**config.mk**
```make
export PLATFORM = sky130hd
export DESIGN_NAME = m3_six_step_pwm_driver
export DESIGN_NICKNAME = d
export VERILOG_FILES = /design/src/rtl/m3_six_step_pwm_driver.sv
export SDC_FILE = /design/constraint.sdc
export NUM_CORES = 1
export LEC_CHECK = 0
export CAP_MARGIN = 10
export CORE_AREA = 2 2 116 118
export CTS_CLUSTER_SIZE = 10
export DETAILED_ROUTE_END_ITERATION = 16
export DIE_AREA = 0 0 118 120
export SLEW_MARGIN = 20
export SYNTH_ARGS = -nofsm -noshare
export SYNTH_HDL_FRONTEND = slang
export SYNTH_SLANG_ARGS = --single-unit
```
**constraint.sdc**
```tcl
create_clock -name clkI -period 3.1 [get_ports clkI]
set_input_delay 0.31 -clock clkI [delete_from_list [all_inputs] [get_ports clkI]]
set_output_delay 0.31 -clock clkI [all_outputs]
set_load 0.1 [all_outputs]
```
**src/rtl/m3_six_step_pwm_driver.sv**
```systemverilog
// Six-step trapezoidal commutation with high-side PWM and dead time.
// Pulses roundDoneO once per electrical revolution in one direction.
module m3_six_step_pwm_driver #(
  parameter int PERIOD_W   = 16,
  parameter int POWER_W    = 8,
  parameter int PWM_MAX    = 100,
  parameter int MIN_PERIOD = 200,
  parameter int DEAD       = 4
) (
  input  logic                clkI,
  input  logic                nRstI,
  input  logic                workingI,
  input  logic                m3forceStopI,
  input  logic                m3invRotateI,
  input  logic [PERIOD_W-1:0] stepPeriodI,
  input  logic [POWER_W-1:0]  powerI,
  output logic                uHo,
  output logic                uLo,
  output logic                vHo,
  output logic                vLo,
  output logic                wHo,
  output logic                wLo,
  output logic [2:0]          stepIdxO,
  output logic                stepTickO,
  output logic                roundDoneO
);

  localparam int CW = $clog2(PWM_MAX + 1);
  localparam logic [CW-1:0] PwmMax = CW'(PWM_MAX);
  localparam logic [CW-1:0] PwmLast = CW'(PWM_MAX - 1);
  localparam logic [PERIOD_W-1:0] MinPer = PERIOD_W'(MIN_PERIOD);
  localparam logic [PERIOD_W-1:0] DeadLast = PERIOD_W'(DEAD - 1);

  typedef enum logic [1:0] {
    IDLE,
    DEADT,
    RUN
  } state_t;

  state_t              state;
  logic [PERIOD_W-1:0] timer;
  logic [PERIOD_W-1:0] period;
  logic [2:0]          stepIdx;
  logic [2:0]          roundCnt;
  logic [CW-1:0]       pwmCnt;
  logic [CW-1:0]       duty;
  logic                dir;
  logic [5:0]          gates;

  logic                stop;
  logic                boundary;
  logic                pwmWrap;
  logic                hiOn;
  logic                loOn;
  logic [PERIOD_W-1:0] periodNext;
  logic [CW-1:0]       dutyNext;
  logic [2:0]          stepNext;
  logic [5:0]          gNext;

  assign stop     = m3forceStopI | ~workingI;
  assign boundary = (state != IDLE) &&
                    (timer == period - PERIOD_W'(1));
  assign pwmWrap  = (pwmCnt == PwmLast);
  assign hiOn     = (state == RUN) && (pwmCnt < duty);
  assign loOn     = (state == RUN);

  assign periodNext = (stepPeriodI < MinPer) ? MinPer
                                             : stepPeriodI;

  always_comb begin
    dutyNext = PwmMax;
    if (32'(powerI) < 32'(PWM_MAX)) dutyNext = CW'(powerI);
  end

  always_comb begin
    stepNext = 3'd0;
    unique case (1'b1)
      m3invRotateI && (stepIdx == 3'd0): stepNext = 3'd5;
      m3invRotateI && (stepIdx != 3'd0): stepNext = stepIdx - 3'd1;
      !m3invRotateI && (stepIdx >= 3'd5): stepNext = 3'd0;
      !m3invRotateI && (stepIdx < 3'd5): stepNext = stepIdx + 3'd1;
    endcase
  end

  // gate order {uH, uL, vH, vL, wH, wL}; H and L of a phase never share a row
  always_comb begin
    gNext = 6'b000000;
    case (stepIdx)
      3'd0: gNext = {hiOn, 1'b0, 1'b0, loOn, 1'b0, 1'b0};
      3'd1: gNext = {hiOn, 1'b0, 1'b0, 1'b0, 1'b0, loOn};
      3'd2: gNext = {1'b0, 1'b0, hiOn, 1'b0, 1'b0, loOn};
      3'd3: gNext = {1'b0, loOn, hiOn, 1'b0, 1'b0, 1'b0};
      3'd4: gNext = {1'b0, loOn, 1'b0, 1'b0, hiOn, 1'b0};
      3'd5: gNext = {1'b0, 1'b0, 1'b0, loOn, hiOn, 1'b0};
      default: gNext = 6'b000000;
    endcase
  end

  always_ff @(posedge clkI or negedge nRstI) begin
    if (!nRstI) begin
      state      <= IDLE;
      timer      <= '0;
      period     <= MinPer;
      stepIdx    <= 3'd0;
      roundCnt   <= 3'd0;
      pwmCnt     <= '0;
      duty       <= '0;
      dir        <= 1'b0;
      gates      <= 6'b000000;
      stepTickO  <= 1'b0;
      roundDoneO <= 1'b0;
    end else if (stop) begin
      state      <= IDLE;
      timer      <= '0;
      stepIdx    <= 3'd0;
      roundCnt   <= 3'd0;
      pwmCnt     <= '0;
      gates      <= 6'b000000;
      stepTickO  <= 1'b0;
      roundDoneO <= 1'b0;
    end else begin
      gates      <= gNext;
      stepTickO  <= 1'b0;
      roundDoneO <= 1'b0;
      unique case (state)
        IDLE: begin
          state    <= DEADT;
          timer    <= '0;
          period   <= periodNext;
          dir      <= m3invRotateI;
          pwmCnt   <= '0;
          duty     <= dutyNext;
          roundCnt <= 3'd0;
        end
        DEADT, RUN: begin
          if (pwmWrap) begin
            pwmCnt <= '0;
            duty   <= dutyNext;
          end else begin
            pwmCnt <= pwmCnt + CW'(1);
          end
          if (boundary) begin
            timer     <= '0;
            state     <= DEADT;
            period    <= periodNext;
            dir       <= m3invRotateI;
            stepIdx   <= stepNext;
            stepTickO <= 1'b1;
            // a reversal starts a fresh revolution count
            if (m3invRotateI != dir) begin
              roundCnt <= 3'd0;
            end else if (roundCnt == 3'd5) begin
              roundCnt   <= 3'd0;
              roundDoneO <= 1'b1;
            end else begin
              roundCnt <= roundCnt + 3'd1;
            end
          end else begin
            timer <= timer + PERIOD_W'(1);
            if (state == DEADT && timer == DeadLast) state <= RUN;
          end
        end
        default: state <= IDLE;
      endcase
    end
  end

  assign {uHo, uLo, vHo, vLo, wHo, wLo} = gates;
  assign stepIdxO = stepIdx;

endmodule

```
### After elaboration in Yosys (flattened, before gate mapping)

Cells that the tools add are included.
Widths: inputs -> output; s select.

| cells by class | value |
|---|---|
| add/sub/neg operators | 6 |
| magnitude comparators | 5 |
| equality and inequality tests | 16 |
| multiplexer cells | 37 |
| bitwise operators | 3 |
| reduce and logical (&&, ||, !) cells | 21 |

Operators by type and width:

| kind | number |
|---|---|
| $mux 16 | 4 |
| $pmux 16 s2 | 2 |
| $pmux 6 s6 | 1 |
| $mux 7 | 4 |
| $pmux 7 s2 | 2 |
| $mux 3 | 7 |
| $add 16x1->16 const B | 1 |
| $eq 16x16->1 | 1 |
| $eq 16x2->1 const B | 1 |
| $lt 16x8->1 const B | 1 |
| $sub 16x1->16 const B | 1 |
| $pmux 3 s4 | 1 |
| $eq 3x3->1 const B | 3 |
| $mux 1 | 9 |
| $lt 8x7->1 const B | 1 |
| $reduce_bool 2->1 | 4 |
| $add 7x1->7 const B | 1 |
| $eq 7x7->1 const B | 1 |
| $logic_and 1x1->1 | 7 |
| $lt 7x7->1 | 1 |
| $add 3x1->3 const B | 2 |
| $eq 3x2->1 const B | 2 |
| $mux 2 | 3 |
| $mux 6 | 1 |
| other kinds (22) | 27 |

| word-level totals | value |
|---|---|
| register bits after elaboration | 63 |
| bits of input ports | 29 |
| output and inout bits | 11 |
| logic and storage cells | 99 |

### Longest topological paths before layout

| depth | value |
|---|---|
| depth after elaboration | 6 |
| mapped depth | 10 |
| depth with buffers taken out | 9 |

### Least setup slack after synthesis

No wires, ideal clock.

| timing | value |
|---|---|
| kind | flip-flop to flip-flop |
| from | register period[0] |
| to | register timer[6] |
| library setup time | 0.119 ns |
| data arrival time | 3.012 ns |
| required time | 2.981 ns |
| setup slack | -0.030 ns |
| cell stages (with the launch flop) | 9 |
| path buffers | 1 |
| clock period less this slack | 3.130 ns |
| cell sequence | dfrtp_1 -> or4_4 -> nor4_1 -> mux2_2 -> or4b_4 -> or4b_4 -> a21oi_2 -> buf_4 -> nor2_1 |

| on the way | value |
|---|---|
| longest elaborated chain between the ends | 6 |

RTL lines:

| what | line | RTL |
|---|---|---|
| from (decl) | 42 | `logic [PERIOD_W-1:0] period;` |
| from (signal assigned) | 103 | `period <= MinPer;` |
| from (signal assigned) | 129 | `period <= periodNext;` |
| from (signal assigned) | 145 | `period <= periodNext;` |
| $sub 16x1->16 | 62 | `(timer == period - PERIOD_W'(1));` |
| $eq 16x16->1 | 62 |  |
| $logic_and 1x1->1 | 61 | `assign boundary = (state != IDLE) &&` |
| $mux 16 | 142 | `if (boundary) begin` |
| $pmux 16 s2 | 125 | `unique case (state)` |
| $mux 16 | 112 | `end else if (stop) begin` |
| to (signal assigned) | 159 | `timer <= timer + PERIOD_W'(1);` |
| to (decl) | 41 | `logic [PERIOD_W-1:0] timer;` |

Every way passes these cells.
A chain may end at the register's enable or synchronous reset.

### Worst setup path in the final report

| timing | value |
|---|---|
| from | register period[1] |
| to | register roundCnt[0] |

| on the way | value |
|---|---|
| longest elaborated chain between the ends | 5 |

RTL lines:

| what | line | RTL |
|---|---|---|
| $sub 16x1->16 | 62 |  |
| $eq 16x16->1 | 62 |  |
| $logic_and 1x1->1 | 61 |  |
| $ne 3x3->1 (no line) | -- |  |
| $reduce_and 2->1 (no line) | -- |  |
| to (signal assigned) | 156 | `roundCnt <= roundCnt + 3'd1;` |
| to (decl) | 44 | `logic [2:0] roundCnt;` |

Every way passes these cells.

==> results.json <==
{
  "status": "finished, violations left",
  "violations": "setup timing",
  "die_y_um": 120,
  "ys_ff_latch": 63,
  "antenna_found_initial": 0,
  "drv_cap": 0,
  "crit_type": "flop to flop",
  "path_clk_slew_ns": 0.06,
  "vias_per_cell": 4.870,
  "netlist_instances": 400,
  "fillers": 1296,
  "syn_nets": 448,
  "path_delay_family": "simple AND/OR/NAND/NOR gates",
  "p_leak_uw": 0.002176,
  "synth-warning-count": 0,
  "netSwitchingPower_uw": 714.5,
  "synth_top_area_share_pct": 39.29,
  "ys.flop_type": "dfrtp_1",
  "reg2reg_to": "roundCnt[0]",
  "relSlewSlack_pct": 35.62,
  "wl_per_cell_um": 14.18,
  "timing.final.max_slew_violations": 0,
  "syn_area_sq_mm": 0.003821,
  "ys_types": 61,
  "grt_pass1_wl_um": 14980,
  "path_common_cell": "or4b_4",
  "num_rows": 42,
  "fin_crit_sh_pct": 101.9,
  "diodes": 0,
  "ioPinCount": 40,
  "final_antenna_net_count": 0,
  "detailedRoute.firstPassIterationCount": 4,
  "post_dp_cell_area_sq_mm": 0.004571,
  "hold_class": "input port to async pin",
  "dr_total_vias": 3156,
  "path_cells": "or4_4, nor4_4, mux2_4, or4b_4, or4b_4, or3_4, mux2i_1",
  "powerDensity_mw_per_mm2": 542.1,
  "p_int_uw": 2037,
  "async_flop_share_pct": 100.0,
  "r2r_slack_ns": -0.06,
  "arrival_ns": 3.42,
  "route.detailed.drc": 0,
  "initial_utilization_pct": 29.44,
  "rsz0062_at_grt": "true",
  "dieArea_sq_mm": 0.01416,
  "clock-sinks": 63,
  "cts-htree-levels": 3,
  "die_x_um": 118,
  "track_usage_pct": 13.36,
  "ctsLongestPathBuffers": 2,
  "path_max_fanout": 5,
  "path_buf_inv": 0,
  "layout.nets": 515,
  "port_buffers": 39,
  "fin_setup_tns_ns": -0.1574,
  "swShare_pct": 25.96,
  "drive_above_1_share_pct": 18.01,
  "ff2ff_path_depth": 7,
  "max_freq_mhz": 316.6,
  "area_growth_pct": 32.84,
  "final_area_sq_mm": 0.005076,
  "finalCriticalPeriod_ns": 3.158,
  "fin_worst_skew_ns": 0.01037,
  "grt_overflow_total": 0,
  "fp.coreArea_sq_mm": 0.01298,
  "worstMarginPinSlew_ns": 0.9627,
  "finalSetupViolations": 5,
  "clk_latency_ns": 0.34,
  "grt_max_degree": 27,
  "critPathLaunchType": "flop",
  "synth_edf_count": 0,
  "synth_area_leader_cell": "dfrtp_1",
  "root_buffer": "clkbuf_16",
  "cts_tree": "yes",
  "setup_slack_ns": -0.05835,
  "comb_power_share_pct": 18.2,
  "clockPowerShare_pct": 46.3,
  "synthTopCellsByArea": "dfrtp_1, ha_1, xor2_1, xnor2_1, nand2_1",
  "path_depth": 7,
  "grt_pass1_vias": 3119,
  "seq_area_frac_synth_pct": 41.36,
  "numCtsBuffers": 9,
  "worstPathRequired_ns": 3.36,
  "hpwl_um": 6736,
  "wirelength_um": 9189,
  "syn_avg_cell_area_sq_um": 9.553,
  "peakVddDrop_v": 0.0002658,
  "slowest_delay_ns": 0.57,
  "cpMaxStageDelayCell": "or4_4",
  "gp_congestion": 0.8397,
  "pwr-share-seq_pct": 35.5,
  "endpoint_kind": "flop",
  "hold_viol": 0,
  "drt_iter0_markers": 189,
  "r2r_start": "period[1]"
}
## cells by family after synthesis
group / after synthesis / share of synthesized area, %
buffers and inverters: 34 / 3.700
xor gates and xnor gates: 39 / 8.939
AOI/OAI and AO/OA: 64 / 11.20
muxes: 20 / 5.599
and+or+nand+nor: 161 / 22.99
DFF: 63 / 41.36
adders and majority gates: 19 / 6.221
## per-stage QoR
stage                     total power [uW]  std cells  util, %  hold slack [ns]  worst slack, ns
after CTS                             2739        644    38.39           0.4640         -0.05506
after detailed placement              1445        627    35.21           0.2968          -0.2258
final                                 2752        648    39.11           0.4550         -0.05835
after global placement                1431        627    35.21           0.2875         -0.01036
after global routing                  2869        648    39.11           0.5112          -0.1314
after floorplan                       1259        400        -          0.01441          0.03424
## layer usage
metal	vias up	part of all wire, %	global-route usage (%)
met4	0	2.3	7.530
met5	-	0	0
met1	1497	46	17.08
met2	74	47	21.11
li1	1568	-	-
met3	17	4.2	2.709
## Yosys cell counts, types with 3 or more instances
cell type  instances
dfrtp_1           60
nand2_1           42
nor2_1            37
inv_1             21
xor2_1            20
ha_1              19
xnor2_1           19
o21ai_0           17
a21oi_1           12
nor3_1            11
clkbuf_1           9
mux2i_1            9
nand3_1            9
nor4_1             9
mux2_2             8
or4_1              8
nand4_1            7
a21o_1             6
a31oi_1            4
and3_1             4
nand2b_1           4
nor2b_1            4
o311ai_0           4
dfstp_2            3
mux2_1             3
nand3b_1           3
or3_1              3
## registers in the layout (all words and copies together) (netlist names), 2 cells and up
name      flops
timer        16
pwmCnt        7
duty          7
gates         6
stepIdxO      3
state         2
period       16
roundCnt      3
## how the worst max path moves through the flow
stage,endpoint,slack [ns],from
global placement,roundCnt[0],-0.01,period[1]
finish,roundCnt[0],-0.06,period[1]
detailed placement,roundCnt[2],-0.23,period[1]
global route,roundCnt[0],-0.13,period[0]
CTS,roundCnt[0],-0.06,period[1]
floorplan,state[0],0.03,period[0]
## what timing repair did
action | in CTS | in global routing
pin swaps | 1 | 3
gates resized for setup | 7 | 13
gates cloned | 0 | 1
buffers inserted | 0 | 3
endpoints found under the setup margin | 34 | 38
hold endpoints to repair | 18 | 0
hold buffers | 1 | 0
## placed cells by master, fill, tap and decap left out, types with 2 or more instances in the layout
master           netlist  routed
clkdlybuf4s50_1        0      35
dfstp_2                3       3
clkbuf_16              0       9
buf_6                  1       2
or4b_4                 2       2
nand3_1                9       9
xnor2_1               19      18
a21oi_1               12      12
o311ai_1               0       2
a32o_1                 2       2
nor3_1                11      11
xor2_1                20      20
nor2b_1                4       4
a22oi_1                2       2
a31oi_1                4       4
ha_1                  19      19
mux2_4                 0       4
or4_1                  8       7
dfrtp_1               60      60
buf_4                  1      28
a211o_1                2       2
nor4_1                 9       7
mux2i_1                9       9
nand4_1                7       7
nand2_1               42      42
inv_1                 21      21
nand2b_1               4       4
o21ai_4                0       2
or3_1                  3       3
nor4_2                 1       2
o21ai_0               17      17
a21o_1                 6       6
mux2_2                 8       7
and3_1                 4       4
bufinv_16              0       4
nor2_1                37      37
nand3b_1               3       3
and4_1                 2       2
or4_4                  2       3
## power by group through the flow
stage / combinational, uW / clock [uW] / sequential [uW]
final: 502 / 1270 / 976
after global routing: 555 / 1330 / 984
after CTS: 473 / 1290 / 973
after detailed placement: 459 / 0 / 986
after global placement: 448 / 0 / 982
after floorplan: 294 / 0 / 965
## area by class of cell
type / instances / area [sq um] / area share (%)
Clock inverter: 5 / 128.9 / 2.539
Inverter: 21 / 78.83 / 1.553
Sequential cell: 63 / 1580 / 31.13
Clock buffer: 11 / 242.7 / 4.782
Timing Repair Buffer: 68 / 618.1 / 12.18
Multi-Input combinational cell: 304 / 2207 / 43.48
Tap cell: 176 / 220.2 / 4.338
No activity file was read; power rests on OpenSTA's default activity.
